File: config.mk
export PLATFORM = sky130hd
export DESIGN_NAME = noc_rr_scheduler
export DESIGN_NICKNAME = d
export VERILOG_FILES = /design/src/rtl/noc_pkg.sv /design/src/rtl/noc_rr_scheduler_rr_pick.sv /design/src/rtl/noc_rr_scheduler.sv
export SDC_FILE = /design/constraint.sdc
export NUM_CORES = 1
export LEC_CHECK = 0
export ABC_AREA = 1
export CAP_MARGIN = 20
export CORE_MARGIN = 5
export CORE_UTILIZATION = 54
export CTS_CLUSTER_DIAMETER = 150
export DETAILED_ROUTE_END_ITERATION = 10
export PLACE_DENSITY_LB_ADDON = 0.08
export SETUP_SLACK_MARGIN = 0.1
export SYNTH_ARGS = -nofsm -noshare
export SYNTH_HDL_FRONTEND = slang
export SYNTH_HIERARCHICAL = 1
export SYNTH_SLANG_ARGS = --single-unit
export TNS_END_PERCENT = 30
File: constraint.sdc
create_clock -name clk -period 4.2 [get_ports clk]
set_input_delay 0.42 -clock clk [delete_from_list [all_inputs] [get_ports clk]]
set_output_delay 0.42 -clock clk [all_outputs]
set_load 0.01 [all_outputs]
File: src/rtl/noc_pkg.sv
// Shared constants, FSM encoding and packet helpers for the 4-PE NoC.
package noc_pkg;

  localparam int N_PORTS  = 4;
  localparam int DATA_W   = 8;
  localparam int ID_W     = 2;
  localparam int DEST_LSB = 4;

  typedef enum logic [1:0] {
    IDLE = 2'd0,
    POP  = 2'd1,
    PUSH = 2'd2
  } sched_state_e;

  function automatic logic [ID_W-1:0] dest_of(input logic [DATA_W-1:0] pkt);
    return pkt[DEST_LSB +: ID_W];
  endfunction

  function automatic logic [ID_W-1:0] next_port(input logic [ID_W-1:0] p);
    return (p == ID_W'(N_PORTS - 1)) ? '0 : p + ID_W'(1);
  endfunction

endpackage

File: src/rtl/noc_rr_scheduler_rr_pick.sv
// Combinational N-way round-robin picker: first set req bit at or above ptr, wrapping.
module rr_pick #(
  parameter int N    = 4,
  parameter int ID_W = 2
) (
  input  logic [N-1:0]    req_i,
  input  logic [ID_W-1:0] ptr_i,
  output logic [N-1:0]    gnt_o,
  output logic [ID_W-1:0] idx_o,
  output logic            any_o
);

  localparam logic [ID_W:0] N_W = (ID_W + 1)'(N);

  logic [ID_W:0] slot;

  always_comb begin
    gnt_o = '0;
    idx_o = '0;
    any_o = 1'b0;
    slot  = '0;
    for (int k = 0; k < N; k++) begin
      slot = {1'b0, ptr_i} + (ID_W + 1)'(k);
      if (slot >= N_W) slot = slot - N_W;
      if (!any_o && req_i[slot[ID_W-1:0]]) begin
        any_o                    = 1'b1;
        idx_o                    = slot[ID_W-1:0];
        gnt_o[slot[ID_W-1:0]]    = 1'b1;
      end
    end
  end

endmodule

File: src/rtl/noc_rr_scheduler.sv
// Round-robin FIFO-to-FIFO transfer scheduler: pop one eligible head, push it to its
// destination FIFO, drop loopback packets. All strobes and status outputs are registered.
//
// state | meaning
// IDLE  | searching for an eligible source starting at rr_ptr
// POP   | pop the granted source and capture its head packet
// PUSH  | hold the packet until the destination FIFO has room, then push it
module noc_rr_scheduler
  import noc_pkg::*;
#(
  parameter int CNT_W = 16
) (
  input  logic                      clk,
  input  logic                      rst,
  input  logic [N_PORTS-1:0]        fifo_empty,
  input  logic [N_PORTS-1:0]        fifo_full,
  input  logic [N_PORTS*DATA_W-1:0] fifo_head_flat,
  output logic [N_PORTS-1:0]        fifo_rd_en,
  output logic [N_PORTS-1:0]        fifo_wr_en,
  output logic [DATA_W-1:0]         xfer_data,
  output logic [ID_W-1:0]           src,
  output logic [ID_W-1:0]           dest,
  output logic                      valid,
  output logic                      busy,
  output logic [CNT_W-1:0]          xfer_cnt,
  output logic [CNT_W-1:0]          drop_cnt
);

  sched_state_e state_q, state_d;
  logic [ID_W-1:0]    rr_ptr_q, rr_ptr_d;
  logic [ID_W-1:0]    g_q, g_d;
  logic [ID_W-1:0]    d_q, d_d;
  logic               loop_q, loop_d;
  logic [DATA_W-1:0]  pkt_q, pkt_d;
  logic [N_PORTS-1:0] rd_en_q, rd_en_d;
  logic [N_PORTS-1:0] wr_en_q, wr_en_d;
  logic [DATA_W-1:0]  xdata_q, xdata_d;
  logic [ID_W-1:0]    src_q, src_d;
  logic [ID_W-1:0]    dest_q, dest_d;
  logic               valid_q, valid_d;
  logic [CNT_W-1:0]   xfer_cnt_q, xfer_cnt_d;
  logic [CNT_W-1:0]   drop_cnt_q, drop_cnt_d;

  logic [DATA_W-1:0]  head      [N_PORTS];
  logic [ID_W-1:0]    head_dest [N_PORTS];
  logic [N_PORTS-1:0] elig;
  logic [N_PORTS-1:0] pick_gnt;
  logic [ID_W-1:0]    pick_idx;
  logic               pick_any;
  logic [ID_W-1:0]    pick_dest;

  // A port whose pop strobe is on the wire still shows its old head; keep it out of the search.
  always_comb begin
    for (int i = 0; i < N_PORTS; i++) begin
      head[i]      = fifo_head_flat[i*DATA_W +: DATA_W];
      head_dest[i] = dest_of(head[i]);
      elig[i]      = !fifo_empty[i] && !rd_en_q[i] &&
                     ((head_dest[i] == ID_W'(i)) || !fifo_full[head_dest[i]]);
    end
  end

  rr_pick #(.N(N_PORTS), .ID_W(ID_W)) u_pick (
    .req_i (elig),
    .ptr_i (rr_ptr_q),
    .gnt_o (pick_gnt),
    .idx_o (pick_idx),
    .any_o (pick_any)
  );

  always_comb begin
    pick_dest = '0;
    for (int i = 0; i < N_PORTS; i++) begin
      if (pick_gnt[i]) pick_dest = head_dest[i];
    end
  end

  always_comb begin
    state_d    = state_q;
    rr_ptr_d   = rr_ptr_q;
    g_d        = g_q;
    d_d        = d_q;
    loop_d     = loop_q;
    pkt_d      = pkt_q;
    rd_en_d    = '0;
    wr_en_d    = '0;
    xdata_d    = xdata_q;
    src_d      = src_q;
    dest_d     = dest_q;
    valid_d    = 1'b0;
    xfer_cnt_d = xfer_cnt_q;
    drop_cnt_d = drop_cnt_q;
    case (state_q)
      IDLE: begin
        if (pick_any) begin
          g_d     = pick_idx;
          d_d     = pick_dest;
          loop_d  = (pick_dest == pick_idx);
          state_d = POP;
        end
      end
      POP: begin
        if (fifo_empty[g_q]) begin
          state_d = IDLE;
        end else begin
          rd_en_d = N_PORTS'(1) << g_q;
          pkt_d   = head[g_q];
          if (loop_q) begin
            drop_cnt_d = drop_cnt_q + CNT_W'(1);
            rr_ptr_d   = next_port(g_q);
            state_d    = IDLE;
          end else begin
            state_d = PUSH;
          end
        end
      end
      PUSH: begin
        if (!fifo_full[d_q]) begin
          wr_en_d    = N_PORTS'(1) << d_q;
          xdata_d    = pkt_q;
          src_d      = g_q;
          dest_d     = d_q;
          valid_d    = 1'b1;
          xfer_cnt_d = xfer_cnt_q + CNT_W'(1);
          rr_ptr_d   = next_port(g_q);
          state_d    = IDLE;
        end
      end
      default: state_d = IDLE;
    endcase
  end

  always_ff @(posedge clk) begin
    if (rst) begin
      state_q    <= IDLE;
      rr_ptr_q   <= '0;
      g_q        <= '0;
      d_q        <= '0;
      loop_q     <= 1'b0;
      pkt_q      <= '0;
      rd_en_q    <= '0;
      wr_en_q    <= '0;
      xdata_q    <= '0;
      src_q      <= '0;
      dest_q     <= '0;
      valid_q    <= 1'b0;
      xfer_cnt_q <= '0;
      drop_cnt_q <= '0;
    end else begin
      state_q    <= state_d;
      rr_ptr_q   <= rr_ptr_d;
      g_q        <= g_d;
      d_q        <= d_d;
      loop_q     <= loop_d;
      pkt_q      <= pkt_d;
      rd_en_q    <= rd_en_d;
      wr_en_q    <= wr_en_d;
      xdata_q    <= xdata_d;
      src_q      <= src_d;
      dest_q     <= dest_d;
      valid_q    <= valid_d;
      xfer_cnt_q <= xfer_cnt_d;
      drop_cnt_q <= drop_cnt_d;
    end
  end

  assign fifo_rd_en = rd_en_q;
  assign fifo_wr_en = wr_en_q;
  assign xfer_data  = xdata_q;
  assign src        = src_q;
  assign dest       = dest_q;
  assign valid      = valid_q;
  assign busy       = (state_q != IDLE);
  assign xfer_cnt   = xfer_cnt_q;
  assign drop_cnt   = drop_cnt_q;

endmodule

# [Word level (Yosys, flattened, before mapping)]
# Cells that the tools add are included.
[classes] n_reduce_logical=47 n_shift=2 n_bitwise=8 n_lt_le_gt_ge=19 add_sub_neg=10 eq_ne=11 muxes=62
[op_table] operator="$mux 2" n=20
[op_table] operator="$add 16x1->16 const B" n=2
[op_table] operator="$lt 2x3->1 const B" n=10
[op_table] operator="$bmux 1 s2" n=10
[op_table] operator="$mux 1" n=19
[op_table] operator="$bmux 8 s2" n=1
[op_table] operator="$mux 4" n=4
[op_table] operator="$mux 8" n=2
[op_table] operator="$logic_and 1x1->1" n=15
[op_table] operator="$logic_not 1->1" n=15
[op_table] operator="$ge 3x3->1 const B" n=4
[op_table] operator="$or 4x4->4" n=3
[op_table] operator="$demux 1 s2" n=4
[op_table] operator="$eq 2x2->1 const B" n=4
[op_table] operator="$ge 2x1->1 const B" n=4
[op_table] operator="$ne 2x2->1 const B" n=4
[op_table] operator="$reduce_and 2->1" n=4
[op_table] operator="$shl 1x2->4 const A" n=2
[op_table] operator="$sub 2x1->2 const B" n=4
[op_table] operator="$add 2x2->3 const B" n=2
[op_table] operator="$pmux 2 s3" n=1
[op_table] operator="$reduce_or 3->1" n=2
[op_table] operator="$eq 2x1->1 const B" n=2
[op_table] operator="$logic_not 2->1" n=2
[op_table] operator="other kinds (12)" n=19
[totals] out_inout_bits=54 inputBits=42 register_bits=70 wordCells=173

# [Longest topological paths before layout]
[logic_depth] word_depth=22 depth_mapped=22 depth_no_buf=22

# [Modules after synthesis]
# The synthesis kept the hierarchy.
[by_module_without_submodules] mod="noc_rr_scheduler" area_each_um2=3651.0 cells_per_inst=543 instances=1
[by_module_without_submodules] mod="rr_pick" area_each_um2=440.4 cells_per_inst=74 instances=1

# [Worst setup path after synthesis]
# OpenSTA, ideal clock, no wires.
[synth_timing] kind="input -> register" start="input port fifo_full[0]" end="register loop_q" path_stages=21 t_arrival_ps=2347 path_slack_ps=1736 cell_sequence="o21ai_0 -> a21oi_1 -> a2111oi_0 -> inv_1 -> nand2_1 -> nand3_4 -> nand2_4 -> nor2_4 -> buf_6 -> nand3_1 -> nand3_1 -> inv_1 -> nand3_1 -> nand2_1 -> nand2_1 -> nand2_1 -> nand2_1 -> nand2_1 -> nor2_1 -> nor2_1 -> nor2_1"
[synth_between] word_cells_on_any_way=55 classes_between="eq/ne: 1; mux: 32; bitwise: 3; reduce/logical: 19"
[synth_rtl] element="start, declared" line_no="noc_rr_scheduler.sv:16" source="input logic [N_PORTS-1:0] fifo_full,"
[synth_rtl] element="$bmux 1 s2 *" line_no="noc_rr_scheduler.sv:58" source="((head_dest[i] == ID_W'(i)) || !fifo_full[head_dest[i]]);"
[synth_rtl] element="$mux 1 (not written as such) *" line_no="noc_rr_scheduler.sv:58"
[synth_rtl] element="$logic_not 1->1 *" line_no="noc_rr_scheduler.sv:58"
[synth_rtl] element="$logic_or 1x1->1 *" line_no="noc_rr_scheduler.sv:58"
[synth_rtl] element="$logic_and 1x1->1 *" line_no="noc_rr_scheduler.sv:57" source="elig[i] = !fifo_empty[i] && !rd_en_q[i] &&"
[synth_rtl] element="net elig[3]" line_no="noc_rr_scheduler.sv:46" source="logic [N_PORTS-1:0] elig;"
[synth_rtl] element="$bmux 1 s2" line_no="noc_rr_scheduler_rr_pick.sv:25" source="if (!any_o && req_i[slot[ID_W-1:0]]) begin"
[synth_rtl] element="$mux 1 (not written as such)" line_no="noc_rr_scheduler_rr_pick.sv:25"
[synth_rtl] element="[... 5 more ...]"
[synth_rtl] element="$logic_and 1x1->1" line_no="noc_rr_scheduler_rr_pick.sv:25"
[synth_rtl] element="$mux 1" line_no="noc_rr_scheduler_rr_pick.sv:25"
[synth_rtl] element="$logic_not 1->1" line_no="noc_rr_scheduler_rr_pick.sv:25"
[synth_rtl] element="$logic_and 1x1->1" line_no="noc_rr_scheduler_rr_pick.sv:25"
[synth_rtl] element="$mux 4 *" line_no="noc_rr_scheduler_rr_pick.sv:25"
[synth_rtl] element="net pick_gnt[1]" line_no="noc_rr_scheduler.sv:47" source="logic [N_PORTS-1:0] pick_gnt;"
[synth_rtl] element="$mux 2 * (3 in series)" line_no="noc_rr_scheduler.sv:73" source="if (pick_gnt[i]) pick_dest = head_dest[i];"
[synth_rtl] element="$eq 2x2->1 *" line_no="noc_rr_scheduler.sv:97" source="loop_d = (pick_dest == pick_idx);"
[synth_rtl] element="end signal, assigned" line_no="noc_rr_scheduler.sv:153" source="loop_q <= loop_d;"
[synth_rtl] element="end, declared" line_no="noc_rr_scheduler.sv:33" source="logic loop_q, loop_d;"
# Mark *: on every way through the listed nets, which the timed path passes. The rest lies on a longest branch. The select of a mux whose other input is x is not followed.
# A chain may end at the register's enable or synchronous reset.

# [Worst setup path after layout]
[layout_timing] start="input port fifo_head_flat[28]" end="register loop_q"
[layout_between] word_cells_on_any_way=41 classes_between="eq/ne: 2; mux: 26; bitwise: 3; reduce/logical: 10"
[layout_rtl] element="start, declared" line_no="noc_rr_scheduler.sv:17" source="input logic [N_PORTS*DATA_W-1:0] fifo_head_flat,"
[layout_rtl] element="$bmux 1 s2" line_no="noc_rr_scheduler.sv:58"
[layout_rtl] element="$mux 1 (not written as such)" line_no="noc_rr_scheduler.sv:58"
[layout_rtl] element="$logic_not 1->1" line_no="noc_rr_scheduler.sv:58"
[layout_rtl] element="$logic_or 1x1->1 *" line_no="noc_rr_scheduler.sv:58"
[layout_rtl] element="$logic_and 1x1->1 *" line_no="noc_rr_scheduler.sv:57"
[layout_rtl] element="net elig[3]" line_no="noc_rr_scheduler.sv:46"
[layout_rtl] element="$bmux 1 s2" line_no="noc_rr_scheduler_rr_pick.sv:25"
[layout_rtl] element="$mux 1 (not written as such)" line_no="noc_rr_scheduler_rr_pick.sv:25"
[layout_rtl] element="[... 5 more ...]"
[layout_rtl] element="$logic_and 1x1->1" line_no="noc_rr_scheduler_rr_pick.sv:25"
[layout_rtl] element="$mux 1" line_no="noc_rr_scheduler_rr_pick.sv:25"
[layout_rtl] element="$logic_not 1->1" line_no="noc_rr_scheduler_rr_pick.sv:25"
[layout_rtl] element="$logic_and 1x1->1" line_no="noc_rr_scheduler_rr_pick.sv:25"
[layout_rtl] element="$mux 4 *" line_no="noc_rr_scheduler_rr_pick.sv:25"
[layout_rtl] element="net pick_gnt[1]" line_no="noc_rr_scheduler.sv:47"
[layout_rtl] element="$mux 2 * (3 in series)" line_no="noc_rr_scheduler.sv:73"
[layout_rtl] element="$eq 2x2->1 *" line_no="noc_rr_scheduler.sv:97"
# Marked as above.

==> results.sh <==
export IMPL_setup_worst_path_start_class="input port"
export IMPL_critical_path_class="input port to flip-flop"
export IMPL_synthesis_yosys_warnings=6
export IMPL_cts_root_buf="clkbuf_8"
export IMPL_final_tns_setup_ns=0
export IMPL_netlist_top_cells_area="dfxtp_1 34%, nand2_1 12%, nor2_1 8.2%"
export IMPL_worst_hold_path_endpoint="xfer_data[5]"
export IMPL_synth_sequential_area_ratio_pct=34.3
export IMPL_drcViolationCount=0
export IMPL_worst_skew_pair_late_latency_ns=0.35
export IMPL_min_delay_path_class="flip-flop to flip-flop"
export IMPL_cp_max_fo=8
export IMPL_timing_hold_worst_path_depth=2
export IMPL_timing_worst_slew_pin_value_ns=0.817
export IMPL_worst_ep_required_time_ns=4.47
export IMPL_synth_adder_area_share_pct=2.45
export IMPL_timing_slew_headroom_pct=44.1
export IMPL_wl_um=11000
export IMPL_drt_iter0_markers=289
export IMPL_floorplan_die_height_um=97.0
export IMPL_final_max_slew_violation_count=0
export IMPL_synth_seq_cells=70
export IMPL_synth_top_family_by_area="simple AND/OR/NAND/NOR gates"
export IMPL_detailedPlace_worstSlack_ns=0.722
export IMPL_synth_compound_gate_area_share_pct=16.0
export IMPL_final_layout_size_suffix_gt1_share_pct=7.91
export IMPL_maxCapViolations=0
export IMPL_synth_top_cell_area_share_pct=34.3
export IMPL_vias=4385
export IMPL_finalHoldWorstSlack_ns=0.496
export IMPL_most_common_layout_cells="136 x nand2_1, 95 x clkdlybuf4s50_1, 89 x nor2_1"
export IMPL_highest_clock_rate_mhz=320
export IMPL_grt_pass1_wl_um=18600
export IMPL_synth_to_layout_area_growth_pct=28.7
export IMPL_grt_ovfl_total=0
export IMPL_cts_num_sinks=70
export IMPL_rsz_0062_raised_after_global_routing="false"
export IMPL_synth_simple_gate_area_share_pct=36.2
export IMPL_design_portCount=96
export IMPL_floorplan_initialDensity_pct=55.8
export IMPL_outcome="finished, final reports clean"
export IMPL_track_usage_pct=23.2
export IMPL_synth_xor_area_share_pct=2.35
export IMPL_p_leak_uw=0.00202
export IMPL_worst_r2r_startpoint="fifo_rd_en[3]"
export IMPL_crit_path_end_kind="flip-flop"
export IMPL_first_global_vias=4162
export IMPL_post_synth_mux_area_share_pct=0
export IMPL_post_cts_buffers=0
export IMPL_synth_nets=667
export IMPL_tritoncts="yes"
export IMPL_post_dp_hpwl_um=8190
export IMPL_grt_max_degree=38
export IMPL_post_cts_resized_instances=0
export IMPL_max_clock_path_buffers=2
export IMPL_worst_endpoint_arrival_ns=3.40
export IMPL_crit_reg2reg_capture="loop_q"
export IMPL_antenna_found_initial=0
export IMPL_mostFrequentLayoutCell="nand2_1"
export IMPL_r2r_cells=19
export IMPL_finalHoldViolCount=0
export IMPL_synth_edf_count=0
export IMPL_diodes_inserted=0
export IMPL_cts_buffers=9
export IMPL_r2r_setup_slack_ns=1.51
export IMPL_mappedNetlistArea_um2=4090
export IMPL_yosysUniqueCellTypes=35
export IMPL_fin_crit_sh_pct=74.5
export IMPL_die_area_um2=9420
export IMPL_clkSlewWorstSetupHoldPaths_ns=0.07
export IMPL_dieWidth_um=97.0
export IMPL_synth_avg_cell_area_um2=6.63
export IMPL_gp_congestion=0.935
export IMPL_synth_async_sr_flop_share_pct=0
export IMPL_min_from="xfer_data[5]"
export IMPL_max_vdd_ir_drop_v=0.000290
export IMPL_route_antenna_remaining_nets=0
export IMPL_setup_violations=0
export IMPL_synth_flop_cell="dfxtp_1"
export IMPL_clock_skew_final_ns=0.0173
export IMPL_h_tree_level_count=3
export IMPL_final_min_clock_period_ns=3.13
export IMPL_num_rows=31
export IMPL_final_setup_worst_slack_ns=1.07
export IMPL_port_buffer_count=95
export IMPL_synth_top_area_cell="dfxtp_1"
export IMPL_drt_wirelength_per_cell_um=13.6
export IMPL_cts_hold_buffers_added=0
export IMPL_final_net_count=753
export IMPL_coreArea_um2=7330
export IMPL_worstSetupStartpoint="fifo_head_flat[28]"
export IMPL_drt_first_pass_iters=6
export IMPL_power_per_cell_area_nw_per_um2=472
export IMPL_syn_inst=617
export IMPL_route_detailed_vias_per_inst=5.43
[area by class of cell]
class                   instances  area (um^2)
clock buffers                  11          141
inverters                      58          225
flip-flops and latches         70         1400
fillers                       609         2070
multi-input cells             468         2330
clock inverters                 5         81.3
well taps                      99          124
repair buffers                 96          958
[critical path, stage by stage]
cell             delay [ns]
clkdlybuf4s50_1        0.50
o21ai_0                0.19
a21oi_1                0.05
a2111oi_0              0.65
inv_1                  0.10
nand2_1                0.15
nand2_1                0.08
nand2_1                0.08
nand2_2                0.11
inv_1                  0.17
nand3_1                0.10
nand3_1                0.14
inv_1                  0.07
nand3_1                0.06
nand2_1                0.06
nand2_1                0.07
nand2_1                0.07
nand2_1                0.06
nand2_1                0.04
nor2_1                 0.09
nor2_1                 0.04
nor2_1                 0.09
[power by group]
part           internal [uW]  leakage [uW]  switching, uW
registers                744      0.000567            101
clock network            352      0.000110            250
logic                    373       0.00134            666
[layer usage]
| metal | global-route usage [%] | part of all wire [%] | up-vias |
|---|---|---|---|
| li1 | - | - | 2205 |
| met1 | 28.3 | 43 | 1970 |
| met3 | 5.68 | 7.0 | 35 |
| met2 | 39.1 | 48 | 175 |
| met4 | 9.40 | 2.8 | 0 |
| met5 | 0 | 0 | - |
[synthesized netlist by cell type, drive strengths merged (8+ instances only)]
| cell | count |
|---|---|
| a21oi | 54 |
| clkbuf | 8 |
| dfxtp | 70 |
| nor3 | 16 |
| nand4 | 16 |
| nor2 | 92 |
| o21ai | 52 |
| xor2 | 10 |
| inv | 58 |
| buf | 13 |
| a31oi | 8 |
| nand2 | 150 |
| ha | 8 |
| nand3 | 50 |
[sequential cells by signal, indices dropped and copies added, names as in the netlist]
signal      cells
d_q             2
dest            2
drop_cnt       16
fifo_rd_en      4
fifo_wr_en      4
g_q             2
loop_q          1
pkt_q           8
rr_ptr_q        2
src             2
state_q         2
valid           1
xfer_cnt       16
xfer_data       8
[cell families after synthesis]
kind of cell | after synthesis
simple gates | 329
compound gates | 120
buf+inv | 79
flops | 70
xor+xnor | 11
fa+ha+maj | 8
[worst max path at each step]
stage | end | slack [ns] | cells after the start
detailed placement | loop_q | 0.72 | 22
global placement | loop_q | 0.86 | 22
floorplan | loop_q | 1.74 | 21
finish | loop_q | 1.07 | 22
global route | loop_q | 0.66 | 21
CTS | loop_q | 1.05 | 22
[through the flow]
| step | power (uW) | instances | cell area, um^2 | utilization [%] |
|---|---|---|---|---|
| floorplan | 1640 | 617 | 4090 | - |
| global placement | 1860 | 791 | 5040 | 68.8 |
| detailed placement | 1890 | 791 | 5040 | 68.8 |
| CTS | 2480 | 807 | 5260 | 71.8 |
| global route | 2690 | 807 | 5260 | 71.8 |
| finish | 2490 | 807 | 5260 | 71.8 |
(Power assumes the default switching activity.)
